[src/rtl/usb_display_register_pkg.sv]
// Shared types and constants for the USB-controlled display register.
package usb_display_register_pkg;

  localparam int unsigned REG_NUM_W         = 5;
  localparam int unsigned BYTE_IDX_W        = 3;
  localparam int unsigned MAX_DISPLAY_BYTES = 8;
  localparam int unsigned BLINK_HALF_PERIOD = 50;

  typedef logic [7:0]                     display_byte_t;
  typedef logic [8*MAX_DISPLAY_BYTES-1:0] display_word_t;

endpackage

[src/rtl/usb_display_timeout.sv]
// USB display ownership counter; with USB_DISPLAY_BLINK_EN defined it also
// provides the 1 Hz blink phase.
module usb_display_timeout
  import usb_display_register_pkg::*;
#(
  parameter int unsigned TIMEOUT_TICKS = 500
) (
  input  logic clk,
  input  logic reset,
  input  logic clk_en,
  input  logic commit,
`ifdef USB_DISPLAY_BLINK_EN
  output logic blink_phase,
`endif
  output logic usb_active
);

  localparam int unsigned CW = (TIMEOUT_TICKS > 0) ? $clog2(TIMEOUT_TICKS + 1) : 1;

  logic [CW-1:0] cnt;

  // A zero count never decrements, so TIMEOUT_TICKS==0 holds ownership until reset.
  always_ff @(posedge clk) begin
    if (!reset) begin
      cnt        <= '0;
      usb_active <= 1'b0;
    end else if (commit) begin
      cnt        <= CW'(TIMEOUT_TICKS);
      usb_active <= 1'b1;
    end else if (clk_en && cnt != '0) begin
      cnt <= cnt - CW'(1);
      if (cnt == CW'(1))
        usb_active <= 1'b0;
    end
  end

`ifdef USB_DISPLAY_BLINK_EN
  localparam int unsigned BW = $clog2(BLINK_HALF_PERIOD);

  logic [BW-1:0] blink_cnt;

  always_ff @(posedge clk) begin
    if (!reset) begin
      blink_cnt   <= '0;
      blink_phase <= 1'b0;
    end else if (clk_en) begin
      if (blink_cnt == BW'(BLINK_HALF_PERIOD - 1)) begin
        blink_cnt   <= '0;
        blink_phase <= ~blink_phase;
      end else begin
        blink_cnt <= blink_cnt + BW'(1);
      end
    end
  end
`endif

endmodule

[src/rtl/usb_display_register.sv]
// Wishbone-writable display override with shadow/commit and ownership timeout.
// Optional feature macro: USB_DISPLAY_BLINK_EN (bit DW-1 enables HEX blinking).
module usb_display_register
  import usb_display_register_pkg::*;
#(
  parameter int unsigned ADDR          = 2,
  parameter int unsigned DISPLAY_BYTES = 6,
  parameter int unsigned TIMEOUT_TICKS = 500,
  localparam int unsigned DW           = 8 * DISPLAY_BYTES
) (
  input  logic          clk,
  input  logic          reset,
  input  logic          clk_en,
  input  logic          wb_cyc_i,
  input  logic          wb_stb_i,
  input  logic          wb_we_i,
  input  logic [7:0]    wb_adr_i,
  input  logic [7:0]    wb_dat_i,
  output logic [7:0]    wb_dat_o,
  output logic          wb_ack_o,
  input  logic [DW-1:0] display_i,
  output logic [DW-1:0] display_o,
  output logic          usb_active
);

  localparam logic [REG_NUM_W-1:0]  REG_SEL  = REG_NUM_W'(ADDR);
  localparam logic [BYTE_IDX_W-1:0] LAST_IDX = BYTE_IDX_W'(DISPLAY_BYTES - 1);

  logic [REG_NUM_W-1:0]  reg_num;
  logic [BYTE_IDX_W-1:0] byte_idx;
  logic                  hit, wr_hit, rd_hit, commit;
  logic [DW-1:0]         shadow, shadow_next, active;
  logic [DW-1:0]         disp_next;
  display_byte_t         rd_byte;

  assign reg_num  = wb_adr_i[7:3];
  assign byte_idx = wb_adr_i[2:0];
  assign hit      = wb_cyc_i & wb_stb_i & (reg_num == REG_SEL) &
                    ({1'b0, byte_idx} < 4'(DISPLAY_BYTES)) & ~wb_ack_o;
  assign wr_hit   = hit & wb_we_i;
  assign rd_hit   = hit & ~wb_we_i;
  assign commit   = wr_hit & (byte_idx == LAST_IDX);

  // The committed word is the shadow with the final byte merged in this cycle.
  always_comb begin
    shadow_next = shadow;
    rd_byte     = '0;
    for (int unsigned b = 0; b < DISPLAY_BYTES; b++) begin
      if (byte_idx == BYTE_IDX_W'(b)) begin
        rd_byte = active[b*8 +: 8];
        if (wr_hit)
          shadow_next[b*8 +: 8] = wb_dat_i;
      end
    end
  end

`ifdef USB_DISPLAY_BLINK_EN
  localparam int unsigned   BLINK_BITS = (DW < 28) ? DW : 28;
  localparam logic [DW-1:0] BLINK_MASK = {DW{1'b1}} >> (DW - BLINK_BITS);

  logic blink_phase;

  always_comb begin
    disp_next = usb_active ? active : display_i;
    if (usb_active && active[DW-1] && blink_phase)
      disp_next = disp_next | BLINK_MASK;
  end
`else
  always_comb begin
    disp_next = usb_active ? active : display_i;
  end
`endif

  always_ff @(posedge clk) begin
    if (!reset) begin
      wb_ack_o  <= 1'b0;
      wb_dat_o  <= '0;
      shadow    <= '0;
      active    <= '0;
      display_o <= '0;
    end else begin
      wb_ack_o  <= hit;
      wb_dat_o  <= rd_hit ? rd_byte : '0;
      shadow    <= shadow_next;
      if (commit)
        active <= shadow_next;
      display_o <= disp_next;
    end
  end

  usb_display_timeout #(
    .TIMEOUT_TICKS(TIMEOUT_TICKS)
  ) u_timeout (
    .clk        (clk),
    .reset      (reset),
    .clk_en     (clk_en),
    .commit     (commit),
`ifdef USB_DISPLAY_BLINK_EN
    .blink_phase(blink_phase),
`endif
    .usb_active (usb_active)
  );

endmodule

[config.mk]
export PLATFORM = sky130hd
export DESIGN_NAME = usb_display_register
export DESIGN_NICKNAME = d
export VERILOG_FILES = /design/src/rtl/usb_display_register_pkg.sv /design/src/rtl/usb_display_timeout.sv /design/src/rtl/usb_display_register.sv
export SDC_FILE = /design/constraint.sdc
export NUM_CORES = 1
export LEC_CHECK = 0
export ABC_AREA = 1
export BUFFER_PORTS_ARGS = -buffer_cell sky130_fd_sc_hd__buf_2
export CAP_MARGIN = 10
export CORE_MARGIN = 2
export CORE_UTILIZATION = 52
export DETAILED_ROUTE_END_ITERATION = 6
export GPL_ROUTABILITY_DRIVEN = 0
export PLACE_DENSITY = 0.83
export SLEW_MARGIN = 10
export SYNTH_ARGS = -nofsm -noshare
export SYNTH_HDL_FRONTEND = slang
export SYNTH_SLANG_ARGS = --single-unit
[constraint.sdc]
create_clock -name clk -period 2.51 [get_ports clk]
set_clock_uncertainty 0.1 [all_clocks]
set_input_delay 0.3765 -clock clk [delete_from_list [all_inputs] [get_ports clk]]
set_output_delay 0.3765 -clock clk [all_outputs]
set_load 0.01 [all_outputs]
### After elaboration in Yosys (flattened, before gate mapping)

Cells that the tools add are included.

* flip-flop bits (word level): 163
* input bits: 70
* output and inout port bits: 58
* logic and storage cells: 59

* add/subtract/negate cells: 1
* order comparisons: 1
* eq/ne operators: 7
* mux-type cells: 24
* bitwise logic cells: 10
* reduce and logical (&&, ||, !) cells: 8

Operators with widths (count)
* 8-bit two-way mux: 18
* 48-bit two-way mux: 1
* 9-bit two-way mux: 2
* 9-bit by 1-bit == test with 1-bit output (second input constant): 1
* 9-bit nonzero test: 1
* 9-bit by 1-bit subtractor with 9-bit output (second input constant): 1
* 1-bit bitwise AND: 7
* 3-bit by 2-bit == test with 1-bit output (second input constant): 2
* 3-bit == test (second input constant): 2
* 5-bit by 2-bit == test with 1-bit output (second input constant): 1
* 2-bit AND reduction: 2
* 2-bit nonzero test: 2
* 3-bit by 1-bit == test with 1-bit output (second input constant): 1
* 3-bit logical NOT: 1
* 3-bit less-than comparator (second input constant): 1
* 1-bit two-way mux: 3
* 1-bit inverter: 3
* 2-bit OR reduction: 1
* 1-bit logical AND: 1

### Logic depth before layout (Yosys ltp)

* depth after elaboration: 8
* mapped depth: 11
* mapped depth without buffers: 9

### Hierarchy

A second synthesis with hierarchy kept.

* cell total of the unflattened synthesis: 874
* area, all modules: 6471.2 um^2

By module, submodules not included
* usb_display_register: times used 1, cells an instance 773, area an instance 5803.1 um^2, seq. area each 2902.8 um^2
* usb_display_timeout: times used 1, cells an instance 101, area an instance 668.1 um^2, seq. area each 200.2 um^2

### Least setup slack after synthesis

OpenSTA, ideal clock, no wires.

* path kind: in2reg
* from: in wb_adr_i[7]
* to: reg shadow[10]
* setup time: 0.128 ns
* arrival time: 1.494 ns
* required time: 2.282 ns
* setup slack: 0.788 ns
* stages: 7
* buffers on the path: 1
* cell sequence: nor2_1 nand2_1 nor3_4 nand3_1 clkbuf_1 o21ai_0 nor2_1

* longest elaborated chain between the ends: 7

RTL lines
* from (decl): RTL line usb_display_register.sv:17 `input logic [7:0] wb_adr_i,`
* 5-bit by 2-bit == test with 1-bit output: RTL line usb_display_register.sv:38 `assign hit = wb_cyc_i & wb_stb_i & (reg_num == REG_SEL) &`
* 1-bit bitwise AND (2 in a row): RTL line usb_display_register.sv:38
* 1-bit bitwise AND: RTL line usb_display_register.sv:39 `({1'b0, byte_idx} < 4'(DISPLAY_BYTES)) & ~wb_ack_o;`
* 1-bit bitwise AND: RTL line usb_display_register.sv:40 `assign wr_hit = hit & wb_we_i;`
* 8-bit two-way mux: RTL line usb_display_register.sv:51 `if (wr_hit)`
* 8-bit two-way mux: RTL line usb_display_register.sv:49 `if (byte_idx == BYTE_IDX_W'(b)) begin`
* to (signal assigned): RTL line usb_display_register.sv:84 `shadow <= shadow_next;`
* to (decl): RTL line usb_display_register.sv:32 `logic [DW-1:0] shadow, shadow_next, active;`

No other way between the ends.
A chain may end at the register's enable or synchronous reset.

### Worst setup path in the final report

* from: reg wb_ack_o
* to: reg shadow[9]

* longest elaborated chain between the ends: 5

RTL lines
* from (decl): RTL line usb_display_register.sv:20 `output logic wb_ack_o,`
* from (signal assigned): RTL line usb_display_register.sv:82 `wb_ack_o <= hit;`
* 1-bit inverter: RTL line usb_display_register.sv:39
* 1-bit bitwise AND: RTL line usb_display_register.sv:39
* 1-bit bitwise AND: RTL line usb_display_register.sv:40
* 8-bit two-way mux: RTL line usb_display_register.sv:51
* 8-bit two-way mux: RTL line usb_display_register.sv:49

No other way between the ends.

==> flow_summary.toml <==
[clock_tree]
cts.path.max_buffers = 2
cts.sinks = 155
holdBufCountCts = 0
cts_max_level = 4
cts_tree = "built"
postCtsSetupBuffers = 0
numCtsBuffers = 17
clkTransAtPathRegs_ps = 70
clk_latency_ps = 430
cts_root_buffer = "clkbuf_16"
cts_resized = 0

[worst_setup_path]
cp_common_cell = "nor2_1"
crit_path_start_kind = "register"
r2r_slack_ps = 450
required_ps = 2700
cp_cell_sequence = "nor2_1 -> nand2_1 -> nor3_4 -> nand3_1 -> o21ai_0 -> nor2_1"
cp-end-kind = "register"
crit_fanout = 16
crit_slowest_cell = "nand3_1"
cp_slowest_stage_delay_ps = 450
arrival_ps = 2250
path_class = "reg2reg"

[grt]
antenna_found_initial = 0
grt_pass1_wl_um = 27400
grt_pass1_vias = 5476
grt_usage = 0.267
grt_max_degree = 74
grt_remaining_overflow = 0

[finish]
nFillCells = 997
nets = 1043
antenna_cells = 0
syn_to_final_growth_pct = 21.5
fin_area_um2 = 7620
multi_input_area_um2 = 2580
regArea_um2 = 3100
drive_above_1_share = 0.193

[sta]
grt_setup_unrepaired = "no"
fin_crit_sh = 0.821
worstMarginPinSlew_ps = 784
setup-tns-final_ps = 0
relSlewSlack = 0.477
final_max_slew_viol_count = 0
fmax_mhz = 485
period_minus_slack_ps = 2060
finalHoldViolCount = 0
timing.final.ws_setup_ps = 450
setup_violations = 0

[job]
cap_violations = 0

[floorplanning]
io_pins = 128
die_area_um2 = 13000
initial_core_util = 0.526
core_area_um2 = 11900
rows = 40
die-height_um = 114
fp.dieW_um = 114

[place]
placed_area_um2 = 7030
place_ws_ps = 305
dp_hpwl_um = 11500
io_buffers = 127

[logic_synthesis]
syn_area_um2 = 6270
synth_cell_type_count = 26
avgSynthCellArea_um2 = 7.29
yosysWarnings = 0
ys_seq_area_frac = 0.495
synth_edf_count = 0
async_flop_share = 0
syn-num-nets = 932
synth_cells = 860
ys_ff_latch = 155
synth_flop_cell = "dfxtp_1"

[power]
leakagePower_nw = 3.56
peakVddDrop_uv = 420
finalPower_mw = 6.01
swShare = 0.274
power_frac_seq = 0.439
powerDensity_nw_per_um2 = 789
p_sw_mw = 1.65
cell_internal_pwr_mw = 4.36
p_clk_frac = 0.427
comb_power_share = 0.135

[route]
drt_iter0_drc = 765
drtAntennaViolNets = 0
vias = 6178
viasPerCell = 5.46
route.detailed.drc = 0
avgRoutedWirePerCell_um = 15.3
drt_pass1_iterations = 5
wl_um = 17300

[status]
status = "completed"

[worst_hold_path]
holdCritPathClass = "in2reg"
==> cells in the final DEF, fill, tap and decap left out, drive strengths merged <==
master and count:
nor3 6, inv 99, nor2 139, o22ai 1, xor2 3, o21ai 79, clkinv 2, bufinv 2
clkinvlp 4, nand3 68, clkbuf 18, or2 1, nand3b 1, ha 2, nor4 1, a22oi 4
buf 147, a21oi 66, xnor2 1, nand4 45, nand2 140, dfxtp 155
==> metal layers <==
layer / share of wire / vias to the layer above / track usage
met4: 0.039 / 0 / 0.118
met1: 0.41 / 2736 / 0.348
li1: - / 3015 / -
met3: 0.098 / 58 / 0.0638
met5: 0 / - / 0
met2: 0.45 / 369 / 0.424
==> power by group through the flow <==
| stage | sequential [mW] | combinational, mW | clock, mW |
|---|---|---|---|
| after global placement | 2.69 | 0.786 | 0 |
| after floorplan | 2.70 | 0.574 | 0 |
| final | 2.64 | 0.808 | 2.56 |
| after global routing | 2.65 | 0.924 | 2.69 |
| after detailed placement | 2.69 | 0.808 | 0 |
| after CTS | 2.64 | 0.814 | 2.57 |
==> metrics by stage <==
step	util	cells	hold WS, ps
5_1_grt	0.639	1131	93.0
2_1_floorplan	-	860	344
3_5_place_dp	0.590	1099	362
3_3_place_gp	0.590	1099	356
4_1_cts	0.639	1131	73.7
6_report	0.639	1131	75.7
==> critical path: cells and delay by family (launching register included) <==
kind	cells	cell delay (ps)
AND/OR/NAND/NOR	5	1150
AO/OA/AOI/OAI	1	350
flip-flops	1	300
==> cell usage after synthesis (4+ instances only) <==
cell | n | area, µm²
a21oi_1 | 66 | 330
a22oi_1 | 4 | 30.0
buf_2 | 11 | 55.1
buf_4 | 5 | 37.5
clkbuf_1 | 36 | 135
dfxtp_1 | 155 | 3100
inv_1 | 90 | 338
nand2_1 | 140 | 526
nand3_1 | 67 | 335
nand4_1 | 45 | 282
nor2_1 | 138 | 518
o21ai_0 | 79 | 395
==> path summary, 6_finish.rpt <==
path | from | endpoint | cells after the start
setup reg to reg | wb_ack_o | shadow[9] | 6
hold reg to reg | u_timeout.cnt[8] | u_timeout.cnt[8] | 2
hold / removal | display_i[46] | display_o[46] | 3
setup / recovery | wb_ack_o | shadow[9] | 6
==> cells by family after synthesis <==
logic type                 share of synthesized area
buffers and inverters                         0.0938
xor gates and xnor gates                     0.00559
adders and majority gates                    0.00399
and+or+nand+nor                                0.280
DFF                                            0.495
AOI/OAI and AO/OA                              0.122
==> layout make-up <==
| cell class | count | share of cell area |
|---|---|---|
| Clock buffer | 18 | 0.0563 |
| Clock inverter | 14 | 0.0209 |
| Inverter | 93 | 0.0458 |
| Multi-Input combinational cell | 557 | 0.339 |
| Sequential cell | 155 | 0.407 |
| Tap cell | 147 | 0.0241 |
| Timing Repair Buffer | 147 | 0.106 |
==> flip-flops by register name, indices dropped and copies added (netlist names) <==
name                  count
u_timeout.usb_active      1
shadow                   40
wb_dat_o                  8
wb_ack_o                  1
active                   48
u_timeout.cnt             9
display_o                48
Note: power is estimated with default switching activity, not from simulation.
